### config.mk
export PLATFORM = sky130hd
export DESIGN_NAME = fifo_param
export DESIGN_NICKNAME = d
export VERILOG_FILES = /design/src/rtl/fifo_param.sv
export SDC_FILE = /design/constraint.sdc
export NUM_CORES = 1
export LEC_CHECK = 0
export BUFFER_PORTS_ARGS = -buffer_cell sky130_fd_sc_hd__buf_2
export CAP_MARGIN = 5
export CORE_UTILIZATION = 48
export DETAILED_ROUTE_END_ITERATION = 10
export HOLD_SLACK_MARGIN = 0.06
export PLACE_DENSITY_LB_ADDON = 0.3
export SETUP_SLACK_MARGIN = 0.3
export SLEW_MARGIN = 10
export SYNTH_ARGS = -nofsm -noshare
export SYNTH_HDL_FRONTEND = slang
export SYNTH_SLANG_ARGS = --single-unit
### constraint.sdc
create_clock -name clk -period 4.65 [get_ports clk]
set_input_delay 1.395 -clock clk [delete_from_list [all_inputs] [get_ports clk]]
set_output_delay 1.395 -clock clk [all_outputs]
set_load 0.02 [all_outputs]
### src/rtl/fifo_param.sv
// Parametrised synchronous FIFO with registered dout, ack/err handshake and almost flags.
// Optional high-water-mark output peak_count is enabled by defining FIFO_PEAK_CNT_EN.
module fifo_param #(
  parameter int DATA_WIDTH = 32,
  parameter int ADDR_WIDTH = 3,
  parameter int AF_LEVEL   = 6,
  parameter int AE_LEVEL   = 2
) (
  input  logic                  clk,
  input  logic                  reset_n,
  input  logic                  wr_en,
  input  logic                  rd_en,
  input  logic [DATA_WIDTH-1:0] din,
  output logic [DATA_WIDTH-1:0] dout,
  output logic [ADDR_WIDTH:0]   data_count,
  output logic                  full,
  output logic                  empty,
  output logic                  almost_full,
  output logic                  almost_empty,
  output logic                  wr_ack,
  output logic                  wr_err,
  output logic                  rd_ack,
  output logic                  rd_err
`ifdef FIFO_PEAK_CNT_EN
  ,
  output logic [ADDR_WIDTH:0]   peak_count
`endif
);

  localparam int DEPTH = 1 << ADDR_WIDTH;
  localparam int CNT_W = ADDR_WIDTH + 1;
  localparam logic [CNT_W-1:0] DEPTH_C = CNT_W'(DEPTH);
  localparam logic [CNT_W-1:0] AF_C    = CNT_W'(AF_LEVEL);
  localparam logic [CNT_W-1:0] AE_C    = CNT_W'(AE_LEVEL);

  logic [DATA_WIDTH-1:0] mem_q [DEPTH];

  logic [ADDR_WIDTH-1:0] head_q, head_d;
  logic [ADDR_WIDTH-1:0] tail_q, tail_d;
  logic [CNT_W-1:0]      count_q, count_d;
  logic [DATA_WIDTH-1:0] dout_q, dout_d;
  logic                  wr_ack_q, wr_err_q, rd_ack_q, rd_err_q;
  logic                  wr_accept, rd_accept;

  assign full         = (count_q == DEPTH_C);
  assign empty        = (count_q == '0);
  assign almost_full  = (count_q >= AF_C);
  assign almost_empty = (count_q <= AE_C);

  // A full FIFO still takes a write when a read frees a slot in the same cycle.
  assign rd_accept = rd_en && !empty;
  assign wr_accept = wr_en && (!full || rd_en);

  // NOTE: every variable assigned in always_comb gets a default first, so no latch is inferred.
  always_comb begin
    head_d  = head_q;
    tail_d  = tail_q;
    count_d = count_q;
    dout_d  = '0;
    if (rd_accept) begin
      dout_d = mem_q[head_q];
      head_d = head_q + ADDR_WIDTH'(1);
    end
    if (wr_accept) begin
      tail_d = tail_q + ADDR_WIDTH'(1);
    end
    case ({wr_accept, rd_accept})
      2'b10:   count_d = count_q + CNT_W'(1);
      2'b01:   count_d = count_q - CNT_W'(1);
      default: count_d = count_q;
    endcase
  end

  // NOTE: storage is deliberately left out of reset; only pointers and count define validity.
  always_ff @(posedge clk) begin
    if (wr_accept) begin
      mem_q[tail_q] <= din;
    end
  end

  // NOTE: sequential state uses non-blocking assignments so all registers update together.
  always_ff @(posedge clk or negedge reset_n) begin
    if (!reset_n) begin
      head_q   <= '0;
      tail_q   <= '0;
      count_q  <= '0;
      dout_q   <= '0;
      wr_ack_q <= 1'b0;
      wr_err_q <= 1'b0;
      rd_ack_q <= 1'b0;
      rd_err_q <= 1'b0;
    end else begin
      head_q   <= head_d;
      tail_q   <= tail_d;
      count_q  <= count_d;
      dout_q   <= dout_d;
      wr_ack_q <= wr_accept;
      wr_err_q <= wr_en && !wr_accept;
      rd_ack_q <= rd_accept;
      rd_err_q <= rd_en && !rd_accept;
    end
  end

  assign dout       = dout_q;
  assign data_count = count_q;
  assign wr_ack     = wr_ack_q;
  assign wr_err     = wr_err_q;
  assign rd_ack     = rd_ack_q;
  assign rd_err     = rd_err_q;

`ifdef FIFO_PEAK_CNT_EN
  logic [CNT_W-1:0] peak_q;

  always_ff @(posedge clk or negedge reset_n) begin
    if (!reset_n) begin
      peak_q <= '0;
    end else if (count_d > peak_q) begin
      peak_q <= count_d;
    end
  end

  assign peak_count = peak_q;
`endif

endmodule

==> flow_metrics.py <==
metrics = {
    "die": {
        "die_w_um": 154.5,
        "rows": 55,
        "dieArea_um2": 23880,
        "initial_core_util": 0.4917,
        "boundaryPins": 80,
        "coreArea_um2": 22710,
        "die_height_um": 154.5,
    },
    "sta": {
        "worst_slew_pin_slew_ns": 1.125,
        "fmax_mhz": 293.4,
        "tns_ns": 0,
        "finalSetupViolCount": 0,
        "setup_ws_ns": 1.241,
        "timing.slew.headroom": 0.2480,
        "fin_crit_sh": 0.7331,
        "rsz0062_at_grt": "false",
        "layout_min_cycle_time_ns": 3.409,
        "skew_ns": 0.02193,
        "finalHoldViolations": 0,
        "final_max_slew_viol_count": 0,
    },
    "global_routing": {
        "gr-usage-all-layers": 0.1790,
        "grt_max_degree": 43,
        "antenna_found_initial": 2,
        "grt_pass1_vias": 5487,
        "grt-ovfl-total": 0,
        "grt_pass1_wl_um": 31800,
    },
    "synthesis": {
        "synth-seq-cells": 302,
        "synth_area_leader_cell": "edfxtp_1",
        "synth_warnings": 0,
        "synth_top_area_frac": 0.6885,
        "ys_types": 38,
        "syn_nets": 524,
        "synthFlopType": "edfxtp_1",
        "synth_area_um2": 11170,
        "synth-async-reset-ratio": 0.1523,
        "ys_seq_area_frac": 0.7916,
        "syn_avg_cell_area_um2": 23.12,
        "syn_inst": 483,
        "synth_area_leaders": "edfxtp_1 (69%), mux4_2 (13%), dfrtp_1 (10%), a22o_1 (2.5%), buf_6 (0.61%)",
        "synth_edf_count": 256,
    },
    "placement": {
        "place_congestion": 0.7396,
        "placed_cells": 837,
        "dp_slack_ns": 1.266,
        "hpwl_um": 12000,
        "io_buffer_count": 79,
    },
    "clock_network": {
        "insertion_delay_ns": 0.55,
        "clk_pin_slew_ns": 0.06,
        "htreeDepth": 1,
        "tritoncts": "built",
        "clk_path_buf_depth": 3,
        "post_cts_resized": 0,
        "hold_buffers": 0,
        "cts_root_buf": "clkbuf_16",
        "cts_buffers": 30,
        "clock_sinks": 302,
        "cts_setup_buffers": 0,
    },
    "drt": {
        "first_pass_iters": 5,
        "route.detailed.drc": 0,
        "drtIter0Drc": 270,
        "vias_per_cell": 5.673,
        "ant_nets": 0,
        "wirelength_um": 20280,
        "vias": 5066,
        "drt-wirelength-per-cell_um": 22.71,
    },
    "layout": {
        "final_layout_size_suffix_gt1_frac": 0.3635,
        "ff_latch_area_um2": 8843,
        "area_delta_synth_final_pct": 15.91,
        "final_cell_count_no_fill": 893,
        "nets": 625,
        "n_fill_cell": 1687,
        "antenna_cells": 0,
        "multi_input_area_um2": 2220,
        "final_core_util": 0.5699,
    },
    "power_and_ir_drop": {
        "leakage_nw": 4.533,
        "peakVddDrop_uv": 339.2,
        "powerDensity_nw_per_um2": 619.7,
    },
    "min_path": {
        "hp-class": "register to register",
    },
    "worst_setup_path": {
        "worstPathMaxFanout": 11,
        "slowest_stage": "or4b_1",
        "crit_chain": "or4b_1, inv_1, buf_2",
        "crit_required_ns": 3.25,
        "cp-end-kind": "output port",
        "crit_type": "register to output port",
        "startpoint_type": "register",
        "slowest_delay_ns": 0.70,
        "worst_ep_arrival_time_ns": 2.01,
    },
    "flow_run": {
        "cap_violations": 0,
    },
    "outcome": {
        "status": "completed",
    },
}
==> power by group <==
group / internal (mW) / total [mW] / switching, mW
combinational: 0.913 / 1.88 / 0.972
clock: 1.40 / 2.35 / 0.941
sequential: 3.45 / 3.79 / 0.343
==> worst paths after layout <==
check                                     startpoint                        end  slack [ns]  cells past startpoint
min                            head_q[2]$_DFFE_PN0N_      head_q[2]$_DFFE_PN0N_        0.55                      1
min reg2reg                    head_q[2]$_DFFE_PN0N_      head_q[2]$_DFFE_PN0N_        0.55                      1
min in group asynchronous                    reset_n         dout[26]$_DFF_PN0_        0.82                      1
max in group asynchronous                    reset_n      head_q[0]$_DFFE_PN0N_        3.00                      2
max reg2reg                data_count[2]$_DFFE_PN0P_  data_count[3]$_DFFE_PN0P_        1.60                      6
max                        data_count[2]$_DFFE_PN0P_                       full        1.24                      3
==> flip-flops by register name, indices dropped and copies added (netlist names) <==
register    count
rd_err          1
dout           32
rd_ack          1
wr_ack          1
wr_err          1
head_q          3
mem_q         256
data_count      4
tail_q          3
==> cells by family (layout without fill, tap and decap cells) <==
group	after synthesis	count (layout)	synth area share
XOR/XNOR	7	7	0.005491
multiplexers	67	67	0.1323
AND/OR/NAND/NOR	27	27	0.01367
buffers and inverters	31	156	0.01546
adder cells (fa/ha/maj)	5	5	0.005603
AO/OA/AOI/OAI	44	44	0.03586
flip-flops	302	302	0.7916
==> worst max-delay path: cells and delay by family, from the launching register on <==
family	cells	cell delay [ns]
DFF	1	0.52
and+or+nand+nor	1	0.70
buffers and inverters	2	0.25
==> placed cells by master, fill, tap and decap left out, types with 2 or more instances in the layout <==
cell       count
nor3_2         4
nor2_4         4
xnor2_1        6
and2_1         2
bufinv_16      2
clkbuf_8       7
inv_1          3
nand2b_1       2
ha_1           5
buf_2         79
clkinv_2       4
nand2_1        5
clkbuf_16     30
edfxtp_1     256
mux4_2        64
inv_2          2
clkinv_1       5
buf_4         16
dfrtp_1       44
a21o_1         2
a22o_1        32
clkbuf_1       7
o211ai_1       2
==> per-stage QoR <==
stage	instance area (um2)	total power, mW	hold slack, ns
floorplan	11170	5.175	0.4586
global placement	11950	5.721	0.5366
detailed placement	11950	5.779	0.5478
CTS	12940	8.135	0.5521
global route	12940	8.393	0.5691
finish	12940	8.020	0.5477
==> cell type report <==
type | count | area share
flip-flops and latches | 302 | 0.6833
multi-input cells | 150 | 0.1715
clock buffers | 44 | 0.06748
repair buffers | 95 | 0.03983
well taps | 285 | 0.02755
clock inverters | 12 | 0.008894
inverters | 5 | 0.001450
==> cell usage after synthesis (all sizes together), types with 2 or more instances <==
library cell and instances:
nand2 5, a22o 32, nor4 2, and2 2, xnor2 6, o211ai 2, nor3 4, ha 5
nand2b 2, inv 5, dfrtp 46, clkbuf 11, o41ai 2, buf 15, a21o 2, or4b 2
mux4 64, edfxtp 256, nor2 5, mux2 2
==> layer usage <==
| metal | up-vias | track usage | part of all wire |
|---|---|---|---|
| li1 | 2227 | - | - |
| met1 | 2630 | 0.2397 | 0.40 |
| met2 | 167 | 0.3040 | 0.51 |
| met3 | 38 | 0.03278 | 0.066 |
| met4 | 4 | 0.04903 | 0.020 |
| met5 | - | 0 | 0.00089 |
Note: power is estimated with default switching activity, not from simulation.
